File: src/rtl/seven_segment_scan_ctrl.sv
// Scans NUM_DIGITS nibbles onto one shared seven-segment decoder.
// Each digit slot starts with a blanking gap, then shows the digit on its anode.
// Digit values arrive through a one-deep valid/ready write buffer. A buffered
// write is committed only while the scan is blanked, so a digit never changes
// while it is lit.
// Ports:
//   clk, rst_n       clock, asynchronous active-low reset
//   en               1 = scan runs; 0 = scan position frozen, anodes off
//   load_valid/ready write handshake for one digit
//   load_digit       digit index (an out-of-range index is accepted, then dropped)
//   load_value       nibble for that digit
//   load_dp          decimal point for that digit
//   w,x,y,z,dp       decoder inputs (w = MSB)
//   an               active-low digit anodes, an[i] = digit i
module seven_segment_scan_ctrl #(
  parameter int unsigned NUM_DIGITS   = 4,
  parameter int unsigned REFRESH_DIV  = 16,
  parameter int unsigned BLANK_CYCLES = 1
) (
  input  logic                          clk,
  input  logic                          rst_n,
  input  logic                          en,
  input  logic                          load_valid,
  output logic                          load_ready,
  input  logic [$clog2(NUM_DIGITS)-1:0] load_digit,
  input  logic [3:0]                    load_value,
  input  logic                          load_dp,
  output logic                          w,
  output logic                          x,
  output logic                          y,
  output logic                          z,
  output logic                          dp,
  output logic [NUM_DIGITS-1:0]         an
);

  localparam int unsigned IW = $clog2(NUM_DIGITS);
  localparam int unsigned CW = $clog2(REFRESH_DIV);

  typedef enum logic {ST_BLANK, ST_SHOW} state_t;

  state_t                       state, state_next;
  logic [IW-1:0]                idx, idx_next;
  logic [CW-1:0]                slot_cnt, slot_next;
  logic [NUM_DIGITS-1:0][3:0]   digit_val;
  logic [NUM_DIGITS-1:0]        digit_dp;
  logic                         pending;
  logic [IW-1:0]                pend_digit;
  logic [3:0]                   pend_value;
  logic                         pend_dp;
  logic [3:0]                   nib;
  logic                         xfer;
  logic                         commit;

  // Scan position registers.
  always_ff @(posedge clk or negedge rst_n) begin
    if (!rst_n) begin
      state    <= ST_BLANK;
      idx      <= '0;
      slot_cnt <= '0;
    end else begin
      state    <= state_next;
      idx      <= idx_next;
      slot_cnt <= slot_next;
    end
  end

  // Next scan position; everything holds while en is low.
  always_comb begin
    state_next = state;
    idx_next   = idx;
    slot_next  = slot_cnt;
    if (en) begin
      case (state)
        ST_BLANK: begin
          slot_next = slot_cnt + CW'(1);
          if (slot_cnt == CW'(BLANK_CYCLES - 1)) state_next = ST_SHOW;
        end
        ST_SHOW: begin
          if (slot_cnt == CW'(REFRESH_DIV - 1)) begin
            state_next = ST_BLANK;
            slot_next  = '0;
            idx_next   = (idx == IW'(NUM_DIGITS - 1)) ? '0 : idx + IW'(1);
          end else begin
            slot_next = slot_cnt + CW'(1);
          end
        end
        default: state_next = ST_BLANK;
      endcase
    end
  end

  assign xfer   = load_valid & ~pending;
  assign commit = pending & (state == ST_BLANK);

  // Write buffer and display registers; commit happens only during blanking.
  always_ff @(posedge clk or negedge rst_n) begin
    if (!rst_n) begin
      pending    <= 1'b0;
      pend_digit <= '0;
      pend_value <= '0;
      pend_dp    <= 1'b0;
      digit_val  <= '0;
      digit_dp   <= '0;
    end else if (commit) begin
      pending <= 1'b0;
      for (int i = 0; i < int'(NUM_DIGITS); i++) begin
        if (pend_digit == IW'(i)) begin
          digit_val[i] <= pend_value;
          digit_dp[i]  <= pend_dp;
        end
      end
    end else if (xfer) begin
      pending    <= 1'b1;
      pend_digit <= load_digit;
      pend_value <= load_value;
      pend_dp    <= load_dp;
    end
  end

  // Output decode; nibble and dp keep the shown digit while en is low.
  always_comb begin
    an  = '1;
    nib = '0;
    dp  = 1'b0;
    if (state == ST_SHOW) begin
      for (int i = 0; i < int'(NUM_DIGITS); i++) begin
        if (idx == IW'(i)) begin
          nib = digit_val[i];
          dp  = digit_dp[i];
          if (en) an[i] = 1'b0;
        end
      end
    end
  end

  assign {w, x, y, z} = nib;
  assign load_ready   = ~pending;

endmodule

File: config.mk
export PLATFORM = sky130hd
export DESIGN_NAME = seven_segment_scan_ctrl
export DESIGN_NICKNAME = d
export VERILOG_FILES = /design/src/rtl/seven_segment_scan_ctrl.sv
export SDC_FILE = /design/constraint.sdc
export NUM_CORES = 1
export LEC_CHECK = 0
export BUFFER_PORTS_ARGS = -buffer_cell sky130_fd_sc_hd__buf_4
export CAP_MARGIN = 20
export CORE_MARGIN = 10
export CORE_UTILIZATION = 55
export CTS_CLUSTER_DIAMETER = 80
export DETAILED_ROUTE_END_ITERATION = 8
export GPL_ROUTABILITY_DRIVEN = 0
export PLACE_DENSITY = 0.78
export SYNTH_ARGS = -nofsm -noshare
export SYNTH_HDL_FRONTEND = slang
export SYNTH_SLANG_ARGS = --single-unit
File: constraint.sdc
create_clock -name clk -period 3.6 [get_ports clk]
set_input_delay 0.54 -clock clk [delete_from_list [all_inputs] [get_ports clk]]
set_output_delay 0.54 -clock clk [all_outputs]
set_load 0.01 [all_outputs]
=== Yosys cells after proc, flatten, opt, wreduce, memory -nomap -nowiden ===
Cells that the tools add are included.

* Register bits: 35
* Input port bits: 11
* Output and inout bits: 10
* Logic and storage cells: 63

* Add/sub/neg operators: 2
* Equal/unequal tests: 7
* Muxes and demuxes: 24
* Bitwise operators: 5
* Reductions and logical operators: 10

{| class="wikitable"
|+ Operators with widths
! cell !! count
|-
| $mux 4 || 7
|-
| $mux 1 || 14
|-
| $reduce_and 2->1 || 5
|-
| $eq 2x2->1 const B || 4
|-
| $pmux 4 s2 || 1
|-
| $add 4x1->4 const B || 1
|-
| $eq 2x1->1 const B || 2
|-
| $eq 4x4->1 const B || 1
|-
| $logic_not 2->1 || 2
|-
| $logic_not 4->1 || 1
|-
| $not 1->1 || 3
|-
| $reduce_and 3->1 || 1
|-
| $add 2x1->2 const B || 1
|-
| $and 1x1->1 || 2
|-
| $mux 2 || 1
|-
| $pmux 1 s2 || 1
|-
| $reduce_bool 2->1 || 1
|}

=== Longest topological paths before layout ===
Gate-level depths: netlist (run 1).

* Depth in word-level cells: 6
* Mapped depth: 5

=== Worst setup path after synthesis (run 1) ===
OpenSTA, ideal clock, no wires.

* Path type: reg2out
* Start: register idx[0]
* End: output dp
* Arrival time: 1.317 ns
* Data required time: 3.060 ns
* Setup slack: 1.743 ns
* Stages on the path, launching flop included: 6
* Cell sequence: dfrtp_1 ha_1 clkbuf_1 nor2b_1 o21ai_0 o21ai_0

* Word-level cells in the longest chain between the ends: 6
* Elaborated cells between the ends (all ways): 9
* Those cells by class: eq/ne: 3; mux: 5; reduce/logical: 1

{| class="wikitable"
|+ RTL lines
! item !! line !! RTL
|-
| from (decl) || 42 || <nowiki>logic [IW-1:0] idx, idx_next;</nowiki>
|-
| from (signal assigned) || 62 || <nowiki>idx <= idx_next;</nowiki>
|-
| $logic_not 2->1 || 127 || <nowiki>if (idx == IW'(i)) begin</nowiki>
|-
| $mux 1 (3 in series) || 127 ||
|-
| $mux 1 * || 127 ||
|-
| $mux 1 * || 125 || <nowiki>if (state == ST_SHOW) begin</nowiki>
|-
| to (decl) || 32 || <nowiki>output logic dp,</nowiki>
|}

Every way passes the cells marked *; elsewhere a longest branch is shown, timed or not.

=== Final worst setup path (run 1) ===
* Start: register state
* End: output z

* Word-level cells in the longest chain between the ends: 1

{| class="wikitable"
|+ RTL lines
! item !! line !! RTL
|-
| from (decl) || 41 || <nowiki>state_t state, state_next;</nowiki>
|-
| from (signal assigned) || 61 || <nowiki>state <= state_next;</nowiki>
|-
| $mux 4 || 125 ||
|-
| to (decl) || 31 || <nowiki>output logic z,</nowiki>
|}

No other way between the ends.

==> reports/results.tsv, run 1 <==
stage	metric	value	unit
synth	synth-adder-area-share	4.468	%
grt	grt_max_degree	36	
routing	first_iter_violations	81	
floorplan	io_pins	21	
power_and_ir_drop	p_per_area	826.4	mW/mm^2
cells_and_area	layout-drive-gt1-share	37.58	%
synth	syn_avg_cell_area	12.54	sq um
sta	worst_slew_pin_slew	0.7187	ns
clocking	root_buffer	clkbuf_4	
clocking	cts_tree	yes	
critical_path	crit_path_end_kind	output port	
placed_design	dp_hpwl	2549	um
sta	slew_headroom	52.09	%
sta	fin_tns_setup	0	ns
sta	rsz0062_at_grt	no	
synth	synth_compound_area_share	8.191	%
floorplan	start_util	59.40	%
clocking	cts_htree_levels	2	
critical_path	cp_max_fo	19	
floorplan	rows	19	
clocking	postCtsSetupRepairBufs	0	
sta	slew_violations	0	
clocking	numCtsBuffers	5	
grt	antenna_found_initial	0	
sta	whs	0.1267	ns
floorplan	die_y	75.28	um
routing	drt-total-wl	3497	um
synth	yosysTopAreaCell	dfrtp_1	
min_path	hold_class	input pin to asynchronous set/reset pin	
critical_path	cp_data_required_time	3.06	ns
floorplan	die-area	0.005666	sq mm
cells_and_area	post-route-util	67.54	%
sta	hold_viol_final	0	
placed_design	io_buffers	20	
grt	first_global_vias	1234	
power_and_ir_drop	leakage	0.8719	nW
synth	synthesis.nets	151	
cells_and_area	nets	173	
synth	yosysSeqAreaShare	52.12	%
synth	async_reset_ff_share	100.0	%
grt	globalRoute.totalOverflow	0	
critical_path	worstSetupPathType	flip-flop to output port	
clocking	clk_latency	0.34	ns
synth	synthSimpleGateAreaFrac	12.21	%
cells_and_area	syn2layout_area_growth	13.70	%
clocking	path_clk_slew	0.10	ns
sta	skew	0.007277	ns
synth	ys_warn_count	0	
run	maxCapViolations	0	
synth	synth-edff-count	0	
routing	via_count	1160	
sta	achievable-frequency	372.9	MHz
critical_path	slowest_stage	dfrtp_1	
critical_path	cp.arrival	2.14	ns
grt	grt_pass1_wl	5968	um
synth	syn-instance-count	134	
grt	grt_usage	13.88	%
critical_path	crit_chain	nor2b_1 > o21ai_0 > o21ai_0 > buf_4	
floorplan	core_area	0.002829	sq mm
synth	synthXorXnorAreaFrac	1.042	%
clocking	cts_sinks	35	
critical_path	setup.worst_path.start_class	flip-flop	
critical_path	cp_common_cell	o21ai_0	
clocking	hold_buffers	0	
synth	ys.flop_type	dfrtp_1	
critical_path	slowest_delay	0.82	ns
sta	period_share	74.48	%
sta	setup_viol	0	
routing	vias_per_cell	6.170	
clocking	cts_max_path_buffers	2	
synth	yosysTopAreaCellShare	52.12	%
synth	synth_commonest_cells	dfrtp_1, mux2_2, nand3_1, o21ai_0	
power_and_ir_drop	max-vdd-ir-drop	0.5494	mV
cells_and_area	antenna_cells	0	
routing	dr.pass1.iters	4	
routing	wl_per_cell	18.60	um
floorplan	die_w	75.28	um
synth	synth_most_common_cell	dfrtp_1	
routing	drcViolationCount	0	
sta	min_period	2.681	ns
clocking	cts_resized	0	
synth	synth_top_family_by_area	multiplexers	
synth	ys_ff_latch	35	
synth	synth_cell_types	26	
synth	synth_area	0.001680	sq mm
synth	synthTopCellsByArea	dfrtp_1, mux2_2, ha_1	
synth	synth.area.mux_share	18.76	%
outcome	outcome	finished, final reports clean	
routing	drtAntennaViolNets	0	
[worst max-delay path, delay by kind of cell (launching register included)]
kind	cells	cell delay [ns]
buffers and inverters	1	0.18
AO/OA/AOI/OAI	2	0.44
AND/OR/NAND/NOR	1	0.36
flip-flops	1	0.82
[layer usage]
layer | global-route usage, % | share of wire, %
met5 | 0 | 0
met4 | 5.567 | 1.7
met3 | 5.650 | 7.3
met2 | 21.33 | 45
met1 | 17.02 | 46
[through the flow]
step,worst slack (ns),instances,area [sq um],power [mW]
floorplan,1.743,134,1680,1.098
global placement,1.493,180,1842,1.303
detailed placement,1.378,180,1842,1.345
CTS,0.9773,188,1911,1.589
global route,0.7822,188,1911,1.701
finish,0.9187,188,1911,1.579
[logic make-up (layout without fill, tap and decap cells)]
logic type,Yosys count,in the layout
buffers and inverters,12,35
AND/OR/NAND/NOR,29,29
adder cells (fa/ha/maj),6,6
AO/OA/AOI/OAI,22,22
multiplexers,28,28
XOR/XNOR,2,2
flip-flops,35,35
[sequential cells by signal, summed over array words and instances, names as in the netlist]
name,flops
pend_value,4
pending,1
digit_dp,4
slot_cnt,4
digit_val,16
pend_digit,2
idx,2
state,1
pend_dp,1
[worst paths after layout]
kind	start	end	slack, ns	depth (start not counted)
worst max-delay path	state	z	0.92	4
worst min-delay path	rst_n	pend_digit[1]	0.13	1
min in group clk	load_value[1]	pend_value[1]	0.42	2
worst min register to register	digit_val[2]	digit_val[2]	0.52	1
worst max register to register	state	digit_val[3]	1.83	2
max in group asynchronous	rst_n	digit_val[4]	3.17	1
[layout by cell type, fill, tap and decap left out, drive strengths merged]
cell type and instances:
a211oi 1, a21o 1, a221oi 5, a31oi 1, and2b 1, buf 20
clkbuf 8, dfrtp 35, ha 6, inv 7, mux2 28, nand2 3
nand3 14, nand4 1, nand4b 1, nor2 2, nor2b 3, nor4 2
nor4b 2, o21ai 13, o21bai 1, xnor2 1, xor2 1
[where the power goes]
part	leakage [nW]	internal, mW	total [mW]	switching, mW
Clock	0.0386	0.115	0.243	0.128
Sequential	0.432	0.558	0.734	0.175
Combinational	0.401	0.316	0.602	0.286
[layout make-up]
class / instances / area (sq um)
Clock buffer: 8 / 68.82
Inverter: 7 / 26.28
Tap cell: 31 / 38.79
Sequential cell: 35 / 875.8
Fill cell: 211 / 918.4
Timing Repair Buffer: 20 / 150.1
Multi-Input combinational cell: 87 / 750.7
Note: power is estimated with default switching activity, not from simulation.
==> run 2, diff against run 1 <==
Settings changed: CORE_UTILIZATION 55 to 51, PLACE_DENSITY 0.78 to 0.76.
Clock period 3.6 ns to 2.2 ns, I/O delays scaled along.
==> reports/results.tsv, run 2 (same netlist as run 1, synthesis figures left out) <==
stage	metric	value	unit	change
critical_path	crit_path_end_kind	output port		
run	maxCapViolations	0		unchanged
sta	slew_violations	0		unchanged
sta	skew	0.009366	ns	+0.002089 ns
grt	grt_max_degree	36		unchanged
routing	wl_per_cell	17.91	um	-3.7%
routing	drcViolationCount	0		unchanged
clocking	numCtsBuffers	5		unchanged
sta	fin_tns_setup	0	ns	unchanged
floorplan	rows	20		+1
sta	min_period	2.120	ns	
critical_path	cp.arrival	1.79	ns	-0.35 ns
floorplan	start_util	54.15	%	-5.2 points
power_and_ir_drop	power	2.886	mW	+83%
floorplan	core_area	0.003103	sq mm	+9.7%
cells_and_area	largest_register	digit_val		
placed_design	io_buffers	20		unchanged
routing	drtAntennaViolNets	0		unchanged
floorplan	die-area	0.005991	sq mm	+5.7%
sta	worst_slew_pin_slew	0.5230	ns	-0.1957 ns
grt	grt_pass1_wl	6161	um	+3.2%
cells_and_area	nets	179		+3.5%
power_and_ir_drop	max-vdd-ir-drop	0.5987	mV	+9.0%
cells_and_area	syn2layout_area_growth	22.64	%	
clocking	cts_tree	yes		
sta	period_share	96.34	%	
floorplan	die_w	77.40	um	+2.8%
sta	hold_viol_final	0		unchanged
power_and_ir_drop	p_per_area	1401	mW/mm^2	+69%
critical_path	setup.worst_path.start_class	flip-flop		
routing	via_count	1176		+1.4%
grt	globalRoute.totalOverflow	0		unchanged
cells_and_area	antenna_cells	0		unchanged
floorplan	io_pins	21		unchanged
sta	slew_headroom	64.87	%	+13 points
cells_and_area	final_cell_mix	dfrtp_1, mux2_2, buf_4, nand3_1, o21ai_0		
sta	achievable-frequency	471.8	MHz	
clocking	path_clk_slew	0.11	ns	about the same
routing	first_iter_violations	77		-4.9%
critical_path	worstSetupPathType	flip-flop to output port		
placed_design	dp_hpwl	2531	um	-0.68%
clocking	cts_sinks	35		unchanged
grt	antenna_found_initial	0		unchanged
outcome	outcome	finished, final reports clean		
critical_path	cp_data_required_time	1.87	ns	-1.19 ns
routing	dr.pass1.iters	4		unchanged
sta	whs	0.2096	ns	+0.08290 ns
sta	setup_viol	0		unchanged
critical_path	cp_max_fo	4		-15
grt	first_global_vias	1222		-0.97%
routing	vias_per_cell	5.681		-7.9%
cells_and_area	largest_reg_flops	16		unchanged
clocking	cts_htree_levels	2		unchanged
routing	drt-total-wl	3708	um	+6.0%
cells_and_area	layout-drive-gt1-share	46.63	%	+9.0 points
clocking	cts_max_path_buffers	2		unchanged
power_and_ir_drop	leakage	0.9314	nW	+6.8%
clocking	root_buffer	clkbuf_4		
clocking	clk_latency	0.34	ns	about the same
floorplan	die_y	77.40	um	+2.8%
min_path	hold_class	input pin to flip-flop		
grt	grt_usage	12.68	%	-1.2 points
cells_and_area	final_common_cell	dfrtp_1		
run 2: routing by layer:
metal | vias to the layer above | track usage [%] | wire [um]
met4 | 0 | 3.650 | 36
met5 | - | 0 | 0
met2 | 20 | 20.48 | 1918
met3 | 5 | 4.147 | 147
met1 | 606 | 15.81 | 1606
li1 | 545 | - | -
run 2: what timing repair did:
action | in CTS | in global routing
pin swaps | 0 | 1
hold buffers | 1 | 0
endpoints found under the hold margin | 35 | 0
endpoints found under the setup margin | 4 | 5
gates resized for setup | 2 | 17
setup buffers | 1 | 2
run 2: layout make-up:
type | count | area, sq um
Sequential cell | 35 | 877.1
Clock buffer | 6 | 51.30
Multi-Input combinational cell | 87 | 818.3
Tap cell | 44 | 55.05
Inverter | 7 | 26.28
Fill cell | 233 | 1042
Clock inverter | 2 | 35.03
Timing Repair Buffer | 26 | 197.7
run 2: per-stage QoR:
step	worst slack, ns	util (%)	instance area, sq um	cells
global placement	0.4160	60.36	1873	195
CTS	0.01285	63.87	1982	205
floorplan	0.5528	-	1680	134
global route	-0.03732	66.41	2061	207
finish	0.08045	66.41	2061	207
detailed placement	0.3527	60.36	1873	195
run 2: where the power goes:
part | switching, mW | leakage [nW] | internal (mW)
Combinational | 0.567 | 0.451 | 0.645
Sequential | 0.273 | 0.432 | 0.916
Clock | 0.217 | 0.0482 | 0.268
Total | 1.06 | 0.931 | 1.83
run 2: final timing paths:
kind,from,to,slack [ns],cells after the start
setup / recovery,idx[1],y,0.08,6
hold / removal,load_value[2],pend_value[2],0.21,2
setup reg to reg,state,digit_val[11],0.62,2
hold reg to reg,digit_dp[2],digit_dp[2],0.52,1
max in group asynchronous,rst_n,state,1.41,2
min in group asynchronous,rst_n,slot_cnt[3],0.46,2
run 2: worst max-delay path, cell delays in order (launching register included):
cell      delay [ns]
dfrtp_1         0.42
inv_1           0.15
ha_2            0.23
nor2b_4         0.24
a221oi_2        0.09
o21ai_0         0.18
buf_4           0.15
